### config.mk
export PLATFORM = sky130hd
export DESIGN_NAME = end_screen_animator_flat
export DESIGN_NICKNAME = d
export VERILOG_FILES = /design/src/rtl/end_screen_pkg.sv /design/src/rtl/end_screen_animator_if.sv /design/src/rtl/anim_level_gen.sv /design/src/rtl/pipe_tri_bus.sv /design/src/rtl/end_screen_animator.sv /design/src/flat_wrapper.sv
export SDC_FILE = /design/constraint.sdc
export NUM_CORES = 1
export LEC_CHECK = 0
export ABC_AREA = 0
export BUFFER_PORTS_ARGS = -buffer_cell sky130_fd_sc_hd__buf_2
export CAP_MARGIN = 20
export CELL_PAD_IN_SITES_DETAIL_PLACEMENT = 0
export CELL_PAD_IN_SITES_GLOBAL_PLACEMENT = 1
export CORE_MARGIN = 2
export CORE_UTILIZATION = 32
export DETAILED_ROUTE_END_ITERATION = 8
export PLACE_DENSITY = 0.87
export SLEW_MARGIN = 25
export SYNTH_ARGS = -nofsm -noshare
export SYNTH_HDL_FRONTEND = slang
export SYNTH_SLANG_ARGS = --single-unit
### constraint.sdc
create_clock -name clk -period 2.7 [get_ports clk]
set_input_delay 0.54 -clock clk [delete_from_list [all_inputs] [get_ports clk]]
set_output_delay 0.54 -clock clk [all_outputs]
set_load 0.05 [all_outputs]
### src/rtl/end_screen_pkg.sv
// Shared constants for the end-of-race screen: player indices, colour masks,
// animation mode encodings and the winner-tracking FSM state type.
package end_screen_pkg;

  localparam logic [1:0] GREEN  = 2'd0;
  localparam logic [1:0] RED    = 2'd1;
  localparam logic [1:0] BLUE   = 2'd2;
  localparam logic [1:0] YELLOW = 2'd3;

  // Masks are ordered {G,R,B}
  localparam logic [2:0] MASK_GREEN  = 3'b100;
  localparam logic [2:0] MASK_RED    = 3'b010;
  localparam logic [2:0] MASK_BLUE   = 3'b001;
  localparam logic [2:0] MASK_YELLOW = 3'b110;

  localparam int MODE_STEADY = 0;
  localparam int MODE_BLINK  = 1;
  localparam int MODE_PULSE  = 2;

  typedef enum logic {WAIT, WON} state_e;

  function automatic logic [2:0] color_mask(input logic [1:0] id);
    case (id)
      GREEN:   return MASK_GREEN;
      RED:     return MASK_RED;
      BLUE:    return MASK_BLUE;
      default: return MASK_YELLOW;
    endcase
  endfunction

endpackage

### src/rtl/end_screen_animator_if.sv
// Control, position and intensity-chain signals of the end-screen animator.
interface end_screen_animator_if #(
  parameter int NB_PLAYERS = 4,
  parameter int POS_W      = 7
);
  logic                        enable;
  logic                        new_game;
  logic [NB_PLAYERS*POS_W-1:0] pos_bus;
  logic [7:0]                  i_red_intensity;
  logic [7:0]                  i_blue_intensity;
  logic [7:0]                  i_green_intensity;
  logic [7:0]                  o_red_intensity;
  logic [7:0]                  o_blue_intensity;
  logic [7:0]                  o_green_intensity;
  logic                        o_winner_valid;
  logic [1:0]                  o_winner_id;

  modport master (
    output enable, new_game, pos_bus,
    output i_red_intensity, i_blue_intensity, i_green_intensity,
    input  o_red_intensity, o_blue_intensity, o_green_intensity,
    input  o_winner_valid, o_winner_id
  );

  modport slave (
    input  enable, new_game, pos_bus,
    input  i_red_intensity, i_blue_intensity, i_green_intensity,
    output o_red_intensity, o_blue_intensity, o_green_intensity,
    output o_winner_valid, o_winner_id
  );
endinterface

### src/rtl/anim_level_gen.sv
// Animation level generator: tick counter plus blink phase or pulse ramp.
// level_o is the level the registers will hold after the coming edge.
module anim_level_gen
  import end_screen_pkg::*;
#(
  parameter int MODE        = 1,
  parameter int INTENSITY   = 5,
  parameter int BLINK_TICKS = 12_000_000,
  parameter int STEP_TICKS  = 1_000_000
) (
  input  logic       clk,
  input  logic       rst,
  input  logic       run_i,
  output logic [7:0] level_o
);
  localparam int TICKS = (MODE == MODE_PULSE) ? STEP_TICKS : BLINK_TICKS;
  localparam int CNT_W = (TICKS > 1) ? $clog2(TICKS) : 1;

  logic [CNT_W-1:0] cnt_q, cnt_d;
  logic             phase_q, phase_d;
  logic             down_q, down_d;
  logic [7:0]       lvl_q, lvl_d;
  logic             wrap;

  always_comb begin
    cnt_d   = cnt_q;
    phase_d = phase_q;
    down_d  = down_q;
    lvl_d   = lvl_q;
    wrap    = (cnt_q == CNT_W'(TICKS - 1));
    if (!run_i) begin
      // Holding at zero makes every re-enable start from ON / level 0
      cnt_d   = '0;
      phase_d = 1'b0;
      down_d  = 1'b0;
      lvl_d   = 8'd0;
    end else begin
      cnt_d = wrap ? '0 : cnt_q + 1'b1;
      if (wrap) begin
        phase_d = ~phase_q;
        if (!down_q) begin
          lvl_d = lvl_q + 8'd1;
          if (lvl_q + 8'd1 == 8'(INTENSITY)) down_d = 1'b1;
        end else begin
          lvl_d = lvl_q - 8'd1;
          if (lvl_q == 8'd1) down_d = 1'b0;
        end
      end
    end
  end

  always_comb begin
    level_o = 8'd0;
    case (MODE)
      MODE_STEADY: level_o = 8'(INTENSITY);
      MODE_BLINK:  level_o = phase_d ? 8'd0 : 8'(INTENSITY);
      MODE_PULSE:  level_o = lvl_d;
      default:     level_o = 8'd0;
    endcase
  end

  always_ff @(posedge clk) begin
    if (rst) begin
      cnt_q   <= '0;
      phase_q <= 1'b0;
      down_q  <= 1'b0;
      lvl_q   <= 8'd0;
    end else begin
      cnt_q   <= cnt_d;
      phase_q <= phase_d;
      down_q  <= down_d;
      lvl_q   <= lvl_d;
    end
  end
endmodule

### src/rtl/pipe_tri_bus.sv
// Screen-chain stage mux: drives this screen's colours when enabled, otherwise
// forwards the upstream intensities with zero latency.
module pipe_tri_bus (
  input  logic       enable_i,
  input  logic [7:0] anim_red_i,
  input  logic [7:0] anim_green_i,
  input  logic [7:0] anim_blue_i,
  input  logic [7:0] up_red_i,
  input  logic [7:0] up_green_i,
  input  logic [7:0] up_blue_i,
  output logic [7:0] out_red_o,
  output logic [7:0] out_green_o,
  output logic [7:0] out_blue_o
);
  assign out_red_o   = enable_i ? anim_red_i   : up_red_i;
  assign out_green_o = enable_i ? anim_green_i : up_green_i;
  assign out_blue_o  = enable_i ? anim_blue_i  : up_blue_i;
endmodule

### src/rtl/end_screen_animator.sv
// End-of-race screen: latches the first finisher and animates its colour,
// forwarding the upstream intensity chain when not selected.
module end_screen_animator
  import end_screen_pkg::*;
#(
  parameter int MAX_POS     = 109,
  parameter int NB_PLAYERS  = 4,
  parameter int POS_W       = $clog2(MAX_POS),
  parameter int MODE        = 1,
  parameter int INTENSITY   = 5,
  parameter int BLINK_TICKS = 12_000_000,
  parameter int STEP_TICKS  = 1_000_000
) (
  input logic clk,
  input logic rst,
  end_screen_animator_if.slave bus
);
  if (MODE < 0 || MODE > 2 || NB_PLAYERS < 1 || NB_PLAYERS > 4) begin : g_bad_param
    $error("end_screen_animator: illegal MODE or NB_PLAYERS");
  end

  state_e                state_q, state_d;
  logic [1:0]            winner_q, winner_d;
  logic [NB_PLAYERS-1:0] finish;
  logic [1:0]            first_idx;
  logic                  run;
  logic [7:0]            level;
  logic [2:0]            mask;
  logic [7:0]            red_q, red_d, green_q, green_d, blue_q, blue_d;

  for (genvar gi = 0; gi < NB_PLAYERS; gi++) begin : g_finish
    assign finish[gi] = (bus.pos_bus[gi*POS_W +: POS_W] == POS_W'(MAX_POS - 1));
  end

  // Scan downwards so the lowest finishing index is the one kept
  always_comb begin
    first_idx = 2'd0;
    for (int k = NB_PLAYERS - 1; k >= 0; k--) begin
      if (finish[k]) first_idx = 2'(k);
    end
  end

  always_comb begin
    state_d  = state_q;
    winner_d = winner_q;
    case (state_q)
      WAIT: begin
        if (!bus.new_game && (|finish)) begin
          state_d  = WON;
          winner_d = first_idx;
        end
      end
      WON: begin
        if (bus.new_game) begin
          state_d  = WAIT;
          winner_d = 2'd0;
        end
      end
      default: begin
        state_d  = WAIT;
        winner_d = 2'd0;
      end
    endcase
  end

  assign run = bus.enable && (state_q == WON) && !bus.new_game;

  anim_level_gen #(
    .MODE        (MODE),
    .INTENSITY   (INTENSITY),
    .BLINK_TICKS (BLINK_TICKS),
    .STEP_TICKS  (STEP_TICKS)
  ) u_level (
    .clk     (clk),
    .rst     (rst),
    .run_i   (run),
    .level_o (level)
  );

  // Colour registers track the post-edge state so they line up with o_winner_valid
  always_comb begin
    mask    = color_mask(winner_d);
    red_d   = 8'd0;
    green_d = 8'd0;
    blue_d  = 8'd0;
    if (state_d == WON) begin
      green_d = mask[2] ? level : 8'd0;
      red_d   = mask[1] ? level : 8'd0;
      blue_d  = mask[0] ? level : 8'd0;
    end
  end

  always_ff @(posedge clk) begin
    if (rst) begin
      state_q  <= WAIT;
      winner_q <= 2'd0;
      red_q    <= 8'd0;
      green_q  <= 8'd0;
      blue_q   <= 8'd0;
    end else begin
      state_q  <= state_d;
      winner_q <= winner_d;
      red_q    <= red_d;
      green_q  <= green_d;
      blue_q   <= blue_d;
    end
  end

  assign bus.o_winner_valid = (state_q == WON);
  assign bus.o_winner_id    = winner_q;

  pipe_tri_bus u_mux (
    .enable_i     (bus.enable),
    .anim_red_i   (red_q),
    .anim_green_i (green_q),
    .anim_blue_i  (blue_q),
    .up_red_i     (bus.i_red_intensity),
    .up_green_i   (bus.i_green_intensity),
    .up_blue_i    (bus.i_blue_intensity),
    .out_red_o    (bus.o_red_intensity),
    .out_green_o  (bus.o_green_intensity),
    .out_blue_o   (bus.o_blue_intensity)
  );
endmodule

### src/flat_wrapper.sv
// flat-port wrapper written by rule: the top's interface ports become plain ports
module end_screen_animator_flat import end_screen_pkg::*;
#(
  parameter int MAX_POS     = 109,
  parameter int NB_PLAYERS  = 4,
  parameter int POS_W       = $clog2(MAX_POS),
  parameter int MODE        = 1,
  parameter int INTENSITY   = 5,
  parameter int BLINK_TICKS = 12_000_000,
  parameter int STEP_TICKS  = 1_000_000
)
  (clk, rst, bus_enable, bus_new_game, bus_pos_bus, bus_i_red_intensity, bus_i_blue_intensity, bus_i_green_intensity, bus_o_red_intensity, bus_o_blue_intensity, bus_o_green_intensity, bus_o_winner_valid, bus_o_winner_id);
  end_screen_animator_if #(.NB_PLAYERS(NB_PLAYERS), .POS_W(POS_W)) bus_i ();
  input logic clk;
  input logic rst;
  input wire logic [$bits(bus_i.enable)-1:0] bus_enable;
  input wire logic [$bits(bus_i.new_game)-1:0] bus_new_game;
  input wire logic [$bits(bus_i.pos_bus)-1:0] bus_pos_bus;
  input wire logic [$bits(bus_i.i_red_intensity)-1:0] bus_i_red_intensity;
  input wire logic [$bits(bus_i.i_blue_intensity)-1:0] bus_i_blue_intensity;
  input wire logic [$bits(bus_i.i_green_intensity)-1:0] bus_i_green_intensity;
  output wire logic [$bits(bus_i.o_red_intensity)-1:0] bus_o_red_intensity;
  output wire logic [$bits(bus_i.o_blue_intensity)-1:0] bus_o_blue_intensity;
  output wire logic [$bits(bus_i.o_green_intensity)-1:0] bus_o_green_intensity;
  output wire logic [$bits(bus_i.o_winner_valid)-1:0] bus_o_winner_valid;
  output wire logic [$bits(bus_i.o_winner_id)-1:0] bus_o_winner_id;
  assign bus_i.enable = bus_enable;
  assign bus_i.new_game = bus_new_game;
  assign bus_i.pos_bus = bus_pos_bus;
  assign bus_i.i_red_intensity = bus_i_red_intensity;
  assign bus_i.i_blue_intensity = bus_i_blue_intensity;
  assign bus_i.i_green_intensity = bus_i_green_intensity;
  assign bus_o_red_intensity = bus_i.o_red_intensity;
  assign bus_o_blue_intensity = bus_i.o_blue_intensity;
  assign bus_o_green_intensity = bus_i.o_green_intensity;
  assign bus_o_winner_valid = bus_i.o_winner_valid;
  assign bus_o_winner_id = bus_i.o_winner_id;
  end_screen_animator #(.MAX_POS(MAX_POS), .NB_PLAYERS(NB_PLAYERS), .POS_W(POS_W), .MODE(MODE), .INTENSITY(INTENSITY), .BLINK_TICKS(BLINK_TICKS), .STEP_TICKS(STEP_TICKS)) u_core (.clk(clk), .rst(rst), .bus(bus_i));
endmodule
==> flow_summary.toml, run 1 <==
[floorplan]
rows = 26
io_pins = 83
dieArea_um2 = 5871
core-area_um2 = 5107
initial_core_util_pct = 33.05
die_w_um = 76.63
dieHeight_um = 76.63

[critical_path]
end_kind = "register"
required_ps = 2890
reg2reg_from = "u_core.u_level.cnt_q[0]$_SDFF_PP0_"
slowest_delay_ps = 460
cp_data_arrival_time_ps = 2200
cp-start-kind = "input pin"
worst-path-max-fanout = 4
cp_cell_sequence = "buf_2 > nand4b_1 > nor4b_2 > nor2_1 > o21ai_0 > nand3_1 > ha_1 > inv_1 > a211oi_1"
crit_start = "bus_pos_bus[4]"
cpMaxStageDelayCell = "nor4b_2"
path_class = "input pin to register"

[detailed_routing]
via_count = 1608
drc = 0
wl_um = 3564
initialDrtViolationCount = 72
dr.pass1.iters = 4
ant_nets = 0
avgViaCountPerCell = 4.504
routedWlPerCell_um = 9.983

[synth]
syn-mean-instance-area_um2 = 8.315
ys_ff_latch = 31
yosysSeqAreaShare_pct = 36.77
ys.flop_type = "dfxtp_1"
synth_cells = 203
synth_cell_type_count = 38
synth_edf_count = 0
ys.warnings.count = 0
async_flop_share_pct = 0
syn_area_um2 = 1688
syn_nets = 261

[global_routing]
grt_max_degree = 29
grt_pass1_wl_um = 5982
overflow = 0
antenna_found_initial = 0
grt.total_usage_pct = 12.61
grt_pass1_vias = 1439

[sta]
fin_skew_ps = 4.207
achievable-frequency_mhz = 499.4
final-max-slew-violation-count = 0
setup_tns_ps = 0
slew_headroom_pct = 68.48
worstMarginPinSlew_ps = 467.7
hold_viol_final = 0
finalSetupViolCount = 0
fin_crit_ps = 2002
rsz0062_at_grt = "false"
fin_crit_sh_pct = 74.16

[finish]
utilization_pct = 44.15
syn2layout_area_growth_pct = 33.58
final_nets = 344
drive_gt1_share_pct = 33.80
fillers = 539
n_antenna_cell = 0

[clock_network]
cts_buffer_depth = 2
postCtsSetupRepairBufs = 0
clock-sinks = 31
cts_root_buf = "clkbuf_8"
postCtsResizedCells = 0
numCtsBuffers = 5
clkTransAtPathRegs_ps = 60
htreeDepth = 2
cts_hold_buf = 0
tritoncts = "built"
clk_latency_ps = 280

[place]
numPortBuffers = 82
place.gp.congestion = 0.7246
dp_hpwl_um = 2791

[job]
drv_cap = 0

[hold_path]
worstHoldStart = "rst"
worstHoldPathType = "input pin to register"

[power]
leakage_nw = 1.019
pwr_density_cell_nw_per_um2 = 447.0
ir_drop_mv = 0.2636

[run_status]
status = "completed"
[worst max-delay path, delay by kind of cell]
family / cells / cell delay (ps)
compound gates: 2 / 390
fa+ha+maj: 1 / 280
buf+inv: 2 / 120
simple gates: 4 / 860
[routing by layer]
metal / up-vias / wire, um / global-route usage (%) / share of wire (%)
met3: 5 / 318 / 4.621 / 8.9
met1: 698 / 1531 / 13.12 / 43
met2: 55 / 1644 / 21.59 / 46
met4: 0 / 70 / 7.636 / 2.0
met5: - / 0 / 0 / 0
li1: 850 / - / - / -
[kinds of logic after synthesis]
| family | count (synthesis) | share of synthesized area (%) |
|---|---|---|
| mux | 1 | 0.5931 |
| simple gates | 111 | 37.14 |
| xor+xnor | 23 | 12.38 |
| flops | 31 | 36.77 |
| buf+inv | 19 | 4.744 |
| compound gates | 16 | 6.894 |
| fa+ha+maj | 2 | 1.482 |
[area by class of cell]
cell class / count / area [um^2] / area share, %
tap: 70 / 87.58 / 3.885
clock buffer: 8 / 100.1 / 4.440
multi-input combinational: 153 / 987.2 / 43.78
inverter: 13 / 48.80 / 2.164
sequential: 31 / 620.6 / 27.52
timing repair buffer: 82 / 410.4 / 18.20
[sequential cells by signal (all words and copies together) (netlist names)]
name	cells
u_core.blue_q	1
u_core.u_level.cnt_q	24
u_core.red_q	1
u_core.bus.o_winner_valid	1
u_core.u_level.phase_q	1
u_core.bus.o_winner_id	2
u_core.green_q	1
[through the flow]
stage	cells	setup slack [ps]	hold slack, ps	total power [W]	area (um^2)
2_1_floorplan	203	161.9	429.4	0.0005649	1688
3_3_place_gp	349	432.9	443.7	0.0006209	2155
3_5_place_dp	349	390.3	455.1	0.0006219	2155
4_1_cts	357	688.3	444.2	0.001026	2255
5_1_grt	357	512.4	463.9	0.001053	2255
6_report	357	697.8	456.6	0.001008	2255
[cells in the final DEF, fill, tap and decap left out, types with 2 or more instances in the layout]
| cell type | Yosys | final |
|---|---|---|
| nor3_1 | 2 | 2 |
| xor2_1 | 10 | 10 |
| ha_1 | 2 | 2 |
| and4b_1 | 2 | 2 |
| nand3_1 | 16 | 16 |
| buf_2 | 0 | 82 |
| nand4b_1 | 2 | 2 |
| and4_1 | 3 | 3 |
| or2_2 | 2 | 2 |
| dfxtp_1 | 31 | 31 |
| o21ai_0 | 7 | 7 |
| xnor2_1 | 12 | 12 |
| nand3b_1 | 2 | 2 |
| inv_1 | 13 | 13 |
| nand4_1 | 4 | 4 |
| nor2b_1 | 20 | 20 |
| a211oi_1 | 3 | 3 |
| nand2_1 | 5 | 5 |
| and3_1 | 7 | 7 |
| nor2_1 | 36 | 36 |
| clkbuf_8 | 0 | 7 |
| o41ai_2 | 2 | 2 |
| and2_1 | 2 | 2 |
[report_power, final]
part           internal, W  total, W  switching (W)
Combinational    0.0000535  0.000153      0.0000993
Clock             0.000232  0.000397       0.000164
Sequential        0.000458  0.000458    0.000000396
[final timing paths]
check | depth (start not counted) | endpoint | slack, ps
worst max-delay path | 9 | u_core.green_q[0]$_SDFF_PP0_ | 700
worst min-delay path | 2 | u_core.bus.o_winner_id[1]$_SDFF_PP0_ | 460
worst max register to register | 6 | u_core.u_level.cnt_q[7]$_SDFF_PP0_ | 790
worst min register to register | 1 | u_core.u_level.cnt_q[0]$_SDFF_PP0_ | 470
[synthesized netlist by cell type, types with 2 or more instances]
cell      count  area share (%)
a211oi_1      3             1.3
and2_1        2            0.74
and3_1        7             2.6
and4_1        3             1.6
and4b_1       2             1.2
buf_4         2            0.89
clkbuf_1      3            0.67
dfxtp_1      31              37
ha_1          2             1.5
inv_1        13             2.9
nand2_1       5             1.1
nand3_1      16             4.7
nand3b_1      2            0.89
nand4_1       4             1.5
nand4b_1      2             1.0
nor2_1       36             8.0
nor2b_1      20             7.4
nor3_1        2            0.59
o21ai_0       7             2.1
o41ai_2       2             1.9
or2_2         2            0.74
xnor2_1      12             6.2
xor2_1       10             5.2
Note: power is estimated with default switching activity, not from simulation.
==> run 2: changes to the inputs <==
--- a/config.mk
+++ b/config.mk
@@ -5,7 +5,7 @@
 export SDC_FILE = /design/constraint.sdc
 export NUM_CORES = 1
 export LEC_CHECK = 0
-export ABC_AREA = 0
+export ABC_AREA = 1
 export BUFFER_PORTS_ARGS = -buffer_cell sky130_fd_sc_hd__buf_2
 export CAP_MARGIN = 20
 export CELL_PAD_IN_SITES_DETAIL_PLACEMENT = 0
@@ -13,7 +13,7 @@
 export CORE_MARGIN = 2
 export CORE_UTILIZATION = 32
 export DETAILED_ROUTE_END_ITERATION = 8
-export PLACE_DENSITY = 0.87
+export PLACE_DENSITY = 0.88
 export SLEW_MARGIN = 25
 export SYNTH_ARGS = -nofsm -noshare
 export SYNTH_HDL_FRONTEND = slang
==> constraint.sdc (replaced) <==
create_clock -name clk -period 2 [get_ports clk]
set_input_delay 0.4 -clock clk [delete_from_list [all_inputs] [get_ports clk]]
set_output_delay 0.4 -clock clk [all_outputs]
set_load 0.05 [all_outputs]
==> run 2 against run 1 <==
  * Total power rose by 33%
  * Die area is 18% higher
  * Hold slack worse by 110 ps
  * Synthesized cell count grew 62%
  * Via count up 32%
  * Clock skew down 2.5 ps
  * Critical path depth is 2 lower
==> flow_summary.toml, run 2 <==
[run_status]
status = "completed"

[sta]
fin_crit_sh_pct = 81.51
timing.hold.ws_ps = 345.2
final-max-slew-violation-count = 0
slew_headroom_pct = 76.69
rsz0062_at_grt = "false"
setup_tns_ps = 0
finalSetupViolCount = 0
fin_crit_ps = 1630
fin_skew_ps = 1.745
worstMarginPinSlew_ps = 347.0
hold_viol_final = 0
achievable-frequency_mhz = 613.4

[floorplan]
dieHeight_um = 83.15
io_pins = 83
core-area_um2 = 5991
initial_core_util_pct = 33.46
rows = 28
die_w_um = 83.15
dieArea_um2 = 6913

[synth]
synth_top_cell_by_area = "dfxtp_1"
ys_ff_latch = 31
syn_area_um2 = 2004
synthTopCellsByArea = "dfxtp_1 31%, nand2_1 14%, inv_1 13%"
yosysTopAreaCellShare_pct = 30.96
ys.warnings.count = 0
synth_cell_type_count = 27
synth_cells = 328
yosysMostFrequentCell = "nand2_1"
synth_edf_count = 0
syn_nets = 386
yosysSeqAreaShare_pct = 30.96
syn-mean-instance-area_um2 = 6.111
ys.flop_type = "dfxtp_1"
async_flop_share_pct = 0
yosys-top-cells-count = "77 x nand2_1, 68 x inv_1, 66 x nor2_1"

[power]
pwr_density_cell_nw_per_um2 = 516.8
leakage_nw = 1.332
ir_drop_mv = 0.4910

[clock_network]
postCtsSetupRepairBufs = 0
cts_buffer_depth = 2
postCtsResizedCells = 0
htreeDepth = 2
tritoncts = "built"
clkTransAtPathRegs_ps = 60
clk_latency_ps = 280
cts_hold_buf = 0
numCtsBuffers = 5
cts_root_buf = "clkbuf_8"
clock-sinks = 31

[critical_path]
required_ps = 2170
end_kind = "register"
ff2ff_setup_slack_ps = 370
worst-path-max-fanout = 20
r2r_cells = 7
worstSetupEndpoint = "u_core.u_level.cnt_q[3]$_SDFF_PP0_"
cp_data_arrival_time_ps = 1800
path_class = "register to register"
rr_endpoint = "u_core.u_level.cnt_q[3]$_SDFF_PP0_"
cp-start-kind = "register"
crit_start = "u_core.u_level.cnt_q[0]$_SDFF_PP0_"
reg2reg_from = "u_core.u_level.cnt_q[0]$_SDFF_PP0_"

[detailed_routing]
routedWlPerCell_um = 9.414
via_count = 2122
initialDrtViolationCount = 72
drc = 0
ant_nets = 0
dr.pass1.iters = 4
wl_um = 4613
avgViaCountPerCell = 4.331

[global_routing]
grt_pass1_vias = 1998
grt_max_degree = 21
grt_pass1_wl_um = 8079
antenna_found_initial = 0
grt.total_usage_pct = 13.73
overflow = 0

[finish]
regMostFlops = "u_core.u_level.cnt_q"
seqCellArea_um2 = 620.6
layout_commonest_cell = "buf_2"
n_antenna_cell = 0
final_nets = 473
syn2layout_area_growth_pct = 29.78
multi_input_area_um2 = 1102
fillers = 645
finalNonFillerCells = 490
largest_register_ffs = 24
drive_gt1_share_pct = 26.99
mostFrequentLayoutCells = "82 x buf_2, 77 x nand2_1, 68 x inv_1"

[place]
numPortBuffers = 82
dp_hpwl_um = 3806
dp.cells = 483
place.gp.congestion = 0.7457

[job]
drv_cap = 0

[hold_path]
worstHoldPathType = "input pin to register"
-- run 2: cell count changes in the layout (fill, tap and decap cells not counted), moves of 6 or more --
cell / previous run / this run
nand2_1: 5 / 77
inv_1: 13 / 68
nor2_1: 36 / 66
nor2b_1: 20 / 0
a21oi_1: 1 / 10
xnor2_1: 12 / 4
and3_1: 7 / 0
nor3_1: 2 / 9
xor2_1: 10 / 3
nor2_2: 0 / 6
o21ai_0: 7 / 1
-- run 2: area by class of cell --
class	instances	area share [%]
clock inverters	1	0.1924
clock buffers	6	3.175
repair buffers	84	16.84
inverters	69	9.957
well taps	75	3.608
multi-input cells	224	42.38
flip-flops and latches	31	23.86
-- run 2: critical path: stages (launching register included) --
cell     delay (ps)
dfxtp_1         370
ha_1            250
nand3_4         120
nor3_2          220
nand3_1         160
nand2_2         160
buf_12          170
nor3b_1          60
-- run 2: logic make-up (layout without fill, tap and decap cells) --
logic type               count (synthesis)  after routing  synth area share (%)
AND/OR/NAND/NOR                        200            200                 46.63
buffers and inverters                   73            160                 14.04
flip-flops                              31             31                 30.96
adder cells (fa/ha/maj)                  2              2                 1.248
AO/OA/AOI/OAI                           15             15                 4.058
XOR/XNOR                                 7              7                 3.059
-- run 2: worst min-delay path by stage --
stage	depth (start not counted)	to	from	slack [ps]
finish	2	u_core.u_level.phase_q$_SDFF_PP0_	rst	350
global route	2	u_core.bus.o_winner_id[0]$_SDFF_PP0_	rst	350
CTS	2	u_core.bus.o_winner_id[0]$_SDFF_PP0_	rst	330
detailed placement	1	u_core.u_level.cnt_q[0]$_SDFF_PP0_	u_core.u_level.cnt_q[0]$_SDFF_PP0_	450
global placement	1	u_core.u_level.cnt_q[0]$_SDFF_PP0_	u_core.u_level.cnt_q[0]$_SDFF_PP0_	440
floorplan	1	u_core.u_level.cnt_q[0]$_SDFF_PP0_	u_core.u_level.cnt_q[0]$_SDFF_PP0_	430
-- run 2: per-layer routing --
layer / GRT usage (%) / vias to the layer above / wire (um)
li1: - / 1158 / -
met1: 15.16 / 888 / 1986
met3: 4.175 / 5 / 405
met4: 4.024 / 0 / 36
met5: 0 / - / 0
met2: 25.15 / 71 / 2185
-- run 2: through the flow --
stage / area (um^2) / total power (W) / setup slack (ps) / utilization, %
finish: 2601 / 0.001344 / 369.8 / 43.42
global route: 2601 / 0.001409 / 191.6 / 43.42
CTS: 2601 / 0.001367 / 334.9 / 43.42
detailed placement: 2514 / 0.0008683 / 308.5 / 41.96
global placement: 2514 / 0.0008665 / 308.4 / 41.96
floorplan: 2004 / 0.0007785 / 340.4 / -
-- run 2: power by group --
| part | internal, W | switching [W] |
|---|---|---|
| registers | 0.000619 | 0.000000731 |
| logic | 0.0000758 | 0.000158 |
| clock network | 0.000269 | 0.000222 |
